$ cat src/rtl/pacman_move_controller.sv
// Per-character movement controller: buffers turn requests, steps on move ticks, wraps horizontally.
// Optional pre-turn buffering is enabled with `define TURN_BUFFER_EN.
module pacman_move_controller #(
  parameter int TILE_W   = 8,
  parameter int STEP     = 1,
  parameter int MAP_W_PX = 640,
  parameter int START_X  = 320,
  parameter int START_Y  = 368,
  parameter int RD_LAT   = 2
) (
  input  logic        clk,
  input  logic        rst_n,
  input  logic        move_tick,
  input  logic [3:0]  dir_req,
  input  logic [3:0]  valid_moves,
  output logic [10:0] pos_x,
  output logic [9:0]  pos_y,
  output logic [3:0]  cur_dir,
  output logic        step_done
);

  localparam logic [3:0] DIR_R = 4'b0001;
  localparam logic [3:0] DIR_U = 4'b0010;
  localparam logic [3:0] DIR_D = 4'b0100;
  localparam logic [3:0] DIR_L = 4'b1000;

  localparam int               CNT_W    = (RD_LAT < 1) ? 1 : $clog2(RD_LAT + 1);
  localparam logic [CNT_W-1:0] CNT_LOAD = CNT_W'(RD_LAT);
  localparam logic [10:0]      X_MASK   = 11'(TILE_W - 1);
  localparam logic [9:0]       Y_MASK   = 10'(TILE_W - 1);
  localparam logic [10:0]      X_STEP   = 11'(STEP);
  localparam logic [10:0]      X_LAST   = 11'(MAP_W_PX - STEP);
  localparam logic [9:0]       Y_STEP   = 10'(STEP);

  typedef enum logic {SETTLE, READY} state_t;

  state_t           state, state_next;
  logic [CNT_W-1:0] cnt, cnt_next;
  logic [3:0]       pend_dir, pend_next, pend_eff, dir_next;
  logic             tick_pend, tick_pend_next;
  logic [10:0]      x_next;
  logic [9:0]       y_next;
  logic             done_next;
  logic             aligned;

  // Mirror the one-hot bits: right<->left, up<->down.
  function automatic logic [3:0] reverse_dir(input logic [3:0] d);
    return {d[0], d[1], d[2], d[3]};
  endfunction

  // A fresh legal request takes part in the same cycle's decision.
  assign pend_eff = $onehot(dir_req) ? dir_req : pend_dir;
  assign aligned  = ((pos_x & X_MASK) == '0) && ((pos_y & Y_MASK) == '0);

  always_comb begin
    // NOTE: every output of this block gets a default first, so no path leaves one unassigned (no latch).
    state_next     = state;
    cnt_next       = cnt;
    pend_next      = pend_eff;
    tick_pend_next = tick_pend;
    dir_next       = cur_dir;
    x_next         = pos_x;
    y_next         = pos_y;
    done_next      = 1'b0;

    unique case (state)
      SETTLE: begin
        if (move_tick) tick_pend_next = 1'b1;
        if (cnt == '0) state_next = READY;
        else           cnt_next   = cnt - 1'b1;
      end
      READY: begin
        if (move_tick || tick_pend) begin
          tick_pend_next = 1'b0;
          if (aligned) begin
            if ((pend_eff & valid_moves) != 4'b0000) begin
              dir_next  = pend_eff;
              pend_next = 4'b0000;
            end else if ((cur_dir & valid_moves) == 4'b0000) begin
              dir_next = 4'b0000;
            end
`ifdef TURN_BUFFER_EN
            // An untaken request stays buffered for a later decision point.
`else
            pend_next = 4'b0000;
`endif
          end else if (cur_dir != 4'b0000 && pend_eff == reverse_dir(cur_dir)) begin
            dir_next  = pend_eff;
            pend_next = 4'b0000;
          end

          if (dir_next == DIR_U && pos_y < Y_STEP) dir_next = 4'b0000;

          if (dir_next != 4'b0000) begin
            done_next  = 1'b1;
            cnt_next   = CNT_LOAD;
            state_next = SETTLE;
            case (dir_next)
              DIR_R:   x_next = (pos_x == X_LAST) ? 11'd0 : pos_x + X_STEP;
              DIR_L:   x_next = (pos_x == 11'd0) ? X_LAST : pos_x - X_STEP;
              DIR_U:   y_next = pos_y - Y_STEP;
              DIR_D:   y_next = pos_y + Y_STEP;
              default: ;
            endcase
          end
        end
      end
      default: state_next = SETTLE;
    endcase
  end

  // NOTE: state registers use non-blocking assignments so all of them update together on the edge.
  always_ff @(posedge clk) begin
    if (!rst_n) begin
      state     <= SETTLE;
      cnt       <= CNT_LOAD;
      pend_dir  <= 4'b0000;
      tick_pend <= 1'b0;
      cur_dir   <= 4'b0000;
      pos_x     <= 11'(START_X);
      pos_y     <= 10'(START_Y);
      step_done <= 1'b0;
    end else begin
      state     <= state_next;
      cnt       <= cnt_next;
      pend_dir  <= pend_next;
      tick_pend <= tick_pend_next;
      cur_dir   <= dir_next;
      pos_x     <= x_next;
      pos_y     <= y_next;
      step_done <= done_next;
    end
  end

endmodule
$ cat config.mk
export PLATFORM = sky130hd
export DESIGN_NAME = pacman_move_controller
export DESIGN_NICKNAME = d
export VERILOG_FILES = /design/src/rtl/pacman_move_controller.sv
export SDC_FILE = /design/constraint.sdc
export NUM_CORES = 1
export LEC_CHECK = 0
export CORE_MARGIN = 2
export CORE_UTILIZATION = 50
export CTS_CLUSTER_SIZE = 40
export DETAILED_ROUTE_END_ITERATION = 16
export PLACE_DENSITY = 0.86
export SYNTH_ARGS = -nofsm -noshare
export SYNTH_HDL_FRONTEND = slang
export SYNTH_SLANG_ARGS = --single-unit
export TNS_END_PERCENT = 5
$ cat constraint.sdc
create_clock -name clk -period 5.2 [get_ports clk]
set_input_delay 1.3 -clock clk [delete_from_list [all_inputs] [get_ports clk]]
set_output_delay 1.3 -clock clk [all_outputs]
set_load 0.02 [all_outputs]
==> results of run 1 <==
-- final cells by class --
class / instances / share of cell area [%]
clock buffer: 7 / 2.32
clock inverter: 1 / 0.135
inverter: 21 / 2.19
multi-input combinational: 268 / 53.8
sequential: 34 / 18.3
tap: 70 / 2.36
timing repair buffer: 88 / 20.9
-- how the worst max path moves through the flow --
stage / start / slack (ps) / depth (start not counted) / endpoint
after floorplan: dir_req[0] / -50 / 15 / pos_x[6]$_SDFFE_PN1P_
after global placement: dir_req[0] / -580 / 18 / pos_x[10]$_SDFFE_PN0P_
after detailed placement: dir_req[0] / -690 / 18 / pos_x[10]$_SDFFE_PN0P_
after CTS: dir_req[1] / 10 / 19 / pos_y[6]$_SDFFE_PN1P_
after global routing: dir_req[3] / -90 / 17 / pos_y[4]$_SDFFE_PN1P_
final: dir_req[3] / 30 / 17 / pos_y[4]$_SDFFE_PN1P_
-- per-stage QoR --
step                TNS, ps  instance area [um^2]  instances
floorplan              -208                  2770        344
global placement     -10250                  3510        479
detailed placement   -13550                  3510        479
CTS                       0                  3670        488
global route           -418                  3720        489
finish                    0                  3720        489
-- routing by layer --
| layer | vias up | GRT usage [%] | share of wire (%) |
|---|---|---|---|
| met5 | - | 0 | 0 |
| met4 | 0 | 10.7 | 2.3 |
| met3 | 25 | 5.70 | 6.5 |
| met2 | 139 | 45.0 | 48 |
| met1 | 1453 | 34.1 | 43 |
| li1 | 1433 | - | - |
-- sequential cells by signal, indices dropped and copies added, names as in the netlist --
register and flops:
step_done 1, pos_x 11, cur_dir 4, cnt 2, pend_dir 4, state 1, tick_pend 1, pos_y 10
-- logic make-up after synthesis --
group           count (synthesis)  share of synthesized area, %
simple gates                  143                          27.6
compound gates                 90                          26.1
buf+inv                        42                          6.33
flops                          34                          25.0
mux                            18                          7.43
fa+ha+maj                      10                          4.86
xor+xnor                        7                          2.80
-- where the power goes --
| group | internal [uW] | leakage [uW] | total (uW) | switching [uW] |
|---|---|---|---|---|
| clock | 107 | 0.0000482 | 215 | 108 |
| sequential | 285 | 0.000276 | 315 | 30.3 |
| combinational | 252 | 0.00110 | 545 | 293 |
-- cell usage after synthesis, drive strengths merged, types with 8 or more instances --
| cell type | number |
|---|---|
| mux2 | 9 |
| nor2 | 24 |
| nand2 | 30 |
| a211oi | 10 |
| nand3 | 15 |
| ha | 9 |
| nand4 | 8 |
| dfxtp | 34 |
| inv | 21 |
| nor3 | 17 |
| clkbuf | 14 |
| or3 | 10 |
| mux2i | 9 |
| nand2b | 10 |
| a21oi | 13 |
| o21ai | 11 |
-- what timing repair did --
action	4_1_cts	5_1_grt
gates cloned	0	0
pin swaps	5	6
setup endpoints to repair	22	18
hold endpoints to repair	0	0
buffers inserted	1	1
gates resized for setup	22	11
-- critical path, delay by kind of cell --
kind | cells | cell delay [ps]
AOI/OAI and AO/OA | 4 | 1130
adders and majority gates | 3 | 930
muxes | 2 | 660
buffers and inverters | 5 | 520
and+or+nand+nor | 3 | 820
-- placed cells by master, fill, tap and decap left out, types with 3 or more instances in the layout --
master           instances
a311o_1                  3
nor2b_1                  4
buf_6                    4
nand3_1                 15
a21oi_1                 12
buf_4                   48
o211ai_1                 6
inv_1                   19
a211oi_2                 6
clkdlybuf4s50_1         33
ha_1                     7
mux2i_1                  6
mux2_1                   5
nor4_1                   6
nor2_1                  24
a211oi_1                 4
clkbuf_8                 6
o21ai_0                 10
or3_1                    9
nand4_1                  8
dfxtp_1                 34
and2_1                   4
nand2_1                 29
nand2b_1                10
a311oi_1                 3
a31oi_1                  6
o21a_1                   5
o31ai_1                  6
nor3_1                  15
==> results.cfg, run 1 <==
[detailed_routing]
vias_per_cell = 6.24
drc = 0
drt_iter0_drc = 237
dr.pass1.iters = 5
vias = 3050
drt-total-wl_um = 8020
ant_nets = 0
avgRoutedWirePerCell_um = 16.4

[floorplanning]
rows = 26
ioPinCount = 37
start_util_pct = 52.7
die_h_um = 77.9
fp.dieArea_um2 = 6060
core_um2 = 5170
die_width_um = 77.9

[hold_path]
hold_path.class = reg -> reg
whs_endpoint = cnt[0]$_SDFFE_PN0P_
hp-start = cnt[0]$_SDFFE_PN0P_
whs_path_depth = 2

[yosys]
ys_seq_area_share_pct = 25.0
synth_area_leaders = dfxtp_1, ha_1, nand2_1
synth_fp_nets = 365
synth-async-reset-ratio_pct = 0
synth_flop_cell = dfxtp_1
synth_warnings = 0
ys_seq_elements = 34
synth_edf_count = 0
syn_inst = 344
yosysTopAreaCell = dfxtp_1
ys_types = 67
avgSynthCellArea_um2 = 7.93
synth_area_um2 = 2730
synth_top_area_share_pct = 25.0

[cells_and_area]
regArea_um2 = 681
post-route-util_pct = 71.8
drive_gt1_share_pct = 24.8
nFillCells = 383
antenna_cells = 0
nets = 439
areaGrowthSynthToFinish_pct = 36.2
multi_input_area_um2 = 2000

[setup_path]
worstRegToRegCells = 14
path_max_fanout = 5
critPathMaxStageDelay_ps = 540
slowest_stage = fa_1
cp_cell_sequence = buf_8, inv_4, fa_1, inv_1, ha_2, ha_4, nor3b_4, buf_6, mux2_4, a222oi_1, nor2b_2, o311a_1, o211ai_1, buf_4, or3_1, a211oi_2, mux2_1
r2r_end = pos_y[5]$_SDFFE_PN1P_
worstPathArrival_ps = 5360
worstPathRequired_ps = 5390
worstSetupPathType = in -> reg
r2r_start = pos_x[0]$_SDFFE_PN0P_
r2r_slack_ps = 1710
cp-start-kind = input pin
end_kind = register

[cts]
clock-root-buffer = clkbuf_8
cts_tree = built
cts_buffers = 5
clock-sinks = 34
clkTransAtPathRegs_ps = 70
worstSkewPairLatency_ps = 300
h-tree-depth = 2
hold_buffers = 0
max-clock-path-buffers = 2

[sta]
setup_viol = 0
postLayoutSetupSlackWorst_ps = 33.3
period_minus_slack_ps = 5170
rsz0062_at_grt = true
fmax_mhz = 194
tightest_slew_ps = 1090
slew_violations = 0
final.setup_skew_ps = 8.05
hold_slack_ps = 475
finalHoldViolCount = 0
min_period_over_period_pct = 99.4
maxSlewHeadroom_pct = 26.5

[global_routing]
grt_pass1_vias = 2857
grt_util_all_layers_pct = 27.1
antenna_found_initial = 0
grt_max_degree = 33
grt_remaining_overflow = 0
grt_pass1_wl_um = 13300

[placed_design]
routabilityCongestion = 0.923
dp_hpwl_um = 5480
dp_slack_ps = -685
numPortBuffers = 36

[power]
design_power_total_uw = 1070
power_density_nw_per_um2 = 289
power_leakage_uw = 0.00142
ir_drop_v = 0.000153

[job]
cap_violations = 0

[status]
status = finished clean
Power figures use the tool's default switching activity.
==> run 2: changes to the inputs <==
--- a/config.mk
+++ b/config.mk
@@ -6,10 +6,10 @@
 export NUM_CORES = 1
 export LEC_CHECK = 0
 export CORE_MARGIN = 2
-export CORE_UTILIZATION = 50
+export CORE_UTILIZATION = 40
 export CTS_CLUSTER_SIZE = 40
 export DETAILED_ROUTE_END_ITERATION = 16
-export PLACE_DENSITY = 0.86
+export PLACE_DENSITY = 0.73
 export SYNTH_ARGS = -nofsm -noshare
 export SYNTH_HDL_FRONTEND = slang
 export SYNTH_SLANG_ARGS = --single-unit
==> run 2 against run 1 <==
Against the previous run:
- register-to-register slack gained 50 ps
- clock skew shrank 3.6 ps
- cell area grew 0.77%
- count of clock-buffer cells in the layout shrank 2
- sequential power is essentially flat
- final cell count grew 2.5%
- first-iteration DRC count shrank 35%
- critical path depth grew 1
- fmax grew 1.8%
- largest cell class unchanged
- largest power group unchanged
==> results.cfg, run 2 (synthesis results as in run 1) <==
[status]
status = finished clean

[sta]
rsz0062_at_grt = true
tightest_slew_ps = 1000
period_minus_slack_ps = 5070
min_period_over_period_pct = 97.6
slew_violations = 0
postLayoutSetupSlackWorst_ps = 126
fmax_mhz = 197
setup_viol = 0
fin_tns_setup_ps = 0
maxSlewHeadroom_pct = 32.6
finalHoldViolCount = 0
final.setup_skew_ps = 4.49

[setup_path]
cp-start-kind = input pin
path_max_fanout = 4
worstRegToRegCells = 13
slowest_stage = fa_1
worstSetupPathType = in -> reg
r2r_slack_ps = 1760
worstPathRequired_ps = 5380
critPathMaxStageDelay_ps = 520
cp_cell_sequence = buf_6, inv_2, fa_1, inv_1, ha_2, ha_4, nor3b_4, buf_6, mux2_4, a222oi_1, buf_4, nand2_4, and4_4, buf_4, a211o_4, or4_4, a21oi_2, mux2_4
path_buf_inv = 6
r2r_start = pos_x[0]$_SDFFE_PN0P_
r2r_end = pos_y[5]$_SDFFE_PN1P_
end_kind = register
cp_top_family = compound AO/OA/AOI/OAI gates
worstPathArrival_ps = 5260

[floorplanning]
ioPinCount = 37
rows = 30
core_um2 = 6680
start_util_pct = 40.8
fp.dieArea_um2 = 7500
die_h_um = 86.6
die_width_um = 86.6

[power]
power_density_nw_per_um2 = 304
clkPwrFrac_pct = 26.5
intPower_uw = 728
power_leakage_uw = 0.00144
pwr-share-seq_pct = 27.5
design_power_total_uw = 1140
ir_drop_v = 0.000151
p_comb_share_pct = 46.0
power_switching_uw = 410
p_sw_share_pct = 36.0

[placed_design]
dp_slack_ps = -646
routabilityCongestion = 0.910
place_area_um2 = 3530
numPortBuffers = 36
dp_cells = 489
dp_hpwl_um = 5390

[cells_and_area]
layout_commonest_cell = buf_4
regArea_um2 = 681
regMostFlops = pos_x
nets = 441
top_regs = pos_x x11, pos_y x10
antenna_cells = 0
nFillCells = 627
drive_gt1_share_pct = 24.7
multi_input_area_um2 = 1960
final_cell_mix = buf_4, dfxtp_1, clkdlybuf4s50_1
design_area_um2 = 3740
instances_no_fill = 501
areaGrowthSynthToFinish_pct = 37.3
largest_reg_flops = 11

[detailed_routing]
drt-total-wl_um = 7370
dr.pass1.iters = 5
ant_nets = 0
drc = 0
vias = 2903
drt_iter0_drc = 155
avgRoutedWirePerCell_um = 14.7
vias_per_cell = 5.79

[cts]
hold_buffers = 0
h-tree-depth = 2
max-clock-path-buffers = 2
clkTransAtPathRegs_ps = 70
cts_buffers = 5
clock-root-buffer = clkbuf_8
worstSkewPairLatency_ps = 290
clock-sinks = 34
cts_tree = built

[hold_path]
whs_endpoint = cnt[0]$_SDFFE_PN0P_
hp-start = cnt[0]$_SDFFE_PN0P_
hold_path.class = reg -> reg
whs_path_depth = 2

[global_routing]
grt_pass1_wl_um = 12400
grt_max_degree = 33
grt_util_all_layers_pct = 20.3
antenna_found_initial = 0
grt_pass1_vias = 2772
grt_remaining_overflow = 0

[job]
cap_violations = 0
[run 2: cell types whose count changed in the layout (fill, tap and decap cells not counted), sizes merged]
cell	before	now
buf	54	56
clkbuf	8	6
bufinv	0	2
[run 2: worst max-delay path by stage]
stage                                  to        from  depth (start not counted)  slack (ps)
global route        pos_y[5]$_SDFFE_PN1P_  dir_req[0]                         19         -50
detailed placement  pos_x[6]$_SDFFE_PN1P_  dir_req[0]                         17        -650
global placement    pos_x[6]$_SDFFE_PN1P_  dir_req[0]                         18        -590
floorplan           pos_x[6]$_SDFFE_PN1P_  dir_req[0]                         15         -50
CTS                 pos_x[6]$_SDFFE_PN1P_  dir_req[0]                         18           4
finish              pos_x[6]$_SDFFE_PN1P_  dir_req[0]                         18         130
[run 2: power by group through the flow]
stage	combinational, uW	sequential (uW)	clock, uW
after floorplan	292	322	0
after global placement	484	318	0
after global routing	570	318	320
final	523	313	302
after detailed placement	493	319	0
after CTS	506	313	311
[run 2: tightest hold or removal path, stage by stage (launching register included)]
cell	delay (ps)
dfxtp_1	310
nand2_1	50
o31ai_1	50
[run 2: final cells by class]
cell class | count | share of cell area [%]
repair buffers | 90 | 21.0
flip-flops and latches | 34 | 18.2
inverters | 21 | 2.10
well taps | 80 | 2.67
multi-input cells | 268 | 52.3
clock buffers | 5 | 1.84
clock inverters | 3 | 1.84
[run 2: routing by layer]
layer / vias to the layer above / GRT usage, % / share of wire, %
met5: - / 0 / 0
met4: 0 / 7.95 / 1.8
met3: 10 / 3.90 / 4.8
met2: 90 / 32.8 / 47
met1: 1359 / 26.7 / 47
li1: 1444 / - / -
[run 2: timing repair]
| action | CTS | global route |
|---|---|---|
| pin swaps | 4 | 10 |
| setup endpoints to repair | 24 | 23 |
| cloned | 0 | 1 |
| setup buffers | 2 | 1 |
| gates resized for setup | 9 | 17 |
[run 2: per-stage QoR]
step           util (%)  hold WS, ps
3_3_place_gp       52.8          448
5_1_grt            56.0          495
3_5_place_dp       52.8          447
6_report           56.0          458
4_1_cts            55.4          458
2_1_floorplan         -          434
==> run 3: changes to the inputs <==
--- a/config.mk
+++ b/config.mk
@@ -5,7 +5,7 @@
 export SDC_FILE = /design/constraint.sdc
 export NUM_CORES = 1
 export LEC_CHECK = 0
-export CORE_MARGIN = 2
+export CAP_MARGIN = 20
 export CORE_UTILIZATION = 40
 export CTS_CLUSTER_SIZE = 40
 export DETAILED_ROUTE_END_ITERATION = 16
==> run 3 against run 2 <==
Against the previous run:
- total power shrank 3.8%
- critical endpoint is now pos_y[3]$_SDFFE_PN0P_
- global-route usage grew 2.2 points
- critical path type unchanged
- count of clock-buffer cells in the layout unchanged
- sequential power up 1%
- cell area grew 2.7%
- non-clock buffer count increased by 10
- via count is 2.9% higher
- register-to-register slack got worse by 20 ps
- combinational power is 11% higher
==> results.cfg, run 3 (synthesis results as in run 1) <==
[setup_path]
critPathLaunch = dir_req[3]
end_kind = register
worstPathArrival_ps = 5340
r2r_start = pos_x[0]$_SDFFE_PN0P_
cp-start-kind = input pin
path_max_fanout = 6
worstPathRequired_ps = 5400
worstSetupPathType = in -> reg

[sta]
finalHoldViolCount = 0
setup_viol = 0
final.setup_skew_ps = 3.69
min_period_over_period_pct = 98.8
period_minus_slack_ps = 5140
hold_slack_ps = 469
maxSlewHeadroom_pct = 28.6
rsz0062_at_grt = true
slew_violations = 0
tightest_slew_ps = 1060
fmax_mhz = 195

[global_routing]
grt_pass1_wl_um = 13300
grt_remaining_overflow = 0
antenna_found_initial = 0
grt_max_degree = 20
grt_pass1_vias = 2806
grt_util_all_layers_pct = 22.5

[power]
power_leakage_uw = 0.00149
ir_drop_v = 0.000163
design_power_total_uw = 1100
power_density_nw_per_um2 = 285

[floorplanning]
die_h_um = 84.6
die_width_um = 84.6
ioPinCount = 37
fp.dieArea_um2 = 7150
core_um2 = 6460
start_util_pct = 42.2
rows = 29

[cts]
clkTransAtPathRegs_ps = 80
cts_tree = built
cts_buffers = 5
h-tree-depth = 2
max-clock-path-buffers = 2
clock-sinks = 34
clock-root-buffer = clkbuf_8
hold_buffers = 0
worstSkewPairLatency_ps = 290

[placed_design]
place_area_um2 = 3530
routabilityCongestion = 0.913
dp_cells = 488
numPortBuffers = 36
dp_hpwl_um = 5540

[cells_and_area]
nFillCells = 583
nets = 451
layout_commonest_cell = buf_4
areaGrowthSynthToFinish_pct = 41.1
regMostFlops = pos_x
top_regs = pos_x x11, pos_y x10
instances_no_fill = 507
antenna_cells = 0
largest_reg_flops = 11
final_cell_mix = buf_4, dfxtp_1, clkdlybuf4s50_1
design_area_um2 = 3850
drive_gt1_share_pct = 28.8
post-route-util_pct = 59.6

[status]
status = finished clean

[detailed_routing]
vias_per_cell = 5.89
dr.pass1.iters = 14
vias = 2988
drc = 0
drt_iter0_drc = 209
drt-total-wl_um = 7920
ant_nets = 0
avgRoutedWirePerCell_um = 15.6

[job]
cap_violations = 0

[hold_path]
hold_path.class = reg -> reg
hp-start = cnt[0]$_SDFFE_PN0P_
==> run 3: worst paths after layout <==
check                     endpoint  slack (ps)  cells after the start
max reg2reg  pos_y[3]$_SDFFE_PN0P_        1740                     14
min            cnt[0]$_SDFFE_PN0P_         470                      2
max          pos_y[3]$_SDFFE_PN0P_          60                     19
min reg2reg    cnt[0]$_SDFFE_PN0P_         470                      2
==> run 3: timing repair <==
item,in CTS,in global routing
pin swaps,12,17
endpoints found under the setup margin,24,21
cloned,1,0
buffers inserted,7,5
resized for setup,20,33
==> run 3: per-layer routing <==
metal	wire [um]	up-vias	GRT usage (%)
met5	0	-	0
met1	3660	1449	30.9
met4	55	0	6.16
met2	3910	82	37.3
met3	303	6	2.65
li1	-	1451	-
==> run 3: area by class of cell <==
class                           count  area, um^2  area share [%]
Multi-Input combinational cell    268        2040            53.1
Timing Repair Buffer              100         866            22.5
Sequential cell                    34         681            17.7
Tap cell                           77        96.3            2.50
Inverter                           21        81.3            2.11
Clock buffer                        5        68.8            1.79
Clock inverter                      2        10.0           0.260
==> run 3: power breakdown <==
group	internal [uW]	total [uW]	leakage, uW	switching, uW
logic	285	582	0.00117	297
clock network	90.2	197	0.0000438	107
registers	284	317	0.000276	32.4
total	659	1100	0.00149	436
==> run 3: worst max-delay path, stage by stage <==
cell      delay (ps)
buf_8             80
inv_4             30
fa_1             550
inv_2             50
ha_4             160
ha_4             240
nor3b_4          190
buf_6            150
mux2_4           310
buf_4            150
xor2_4           160
o21a_2           250
o31a_4           290
buf_6            130
buf_4            140
o41a_4           550
buf_6            150
a211oi_4         220
mux2i_1          250
==> run 3: stage by stage <==
step / setup slack [ps] / TNS [ps]
after floorplan: -47.8 / -208
after global placement: -649 / -12490
after detailed placement: -726 / -14600
after CTS: -4.71 / -7.15
after global routing: -65.6 / -374
final: 64.0 / 0
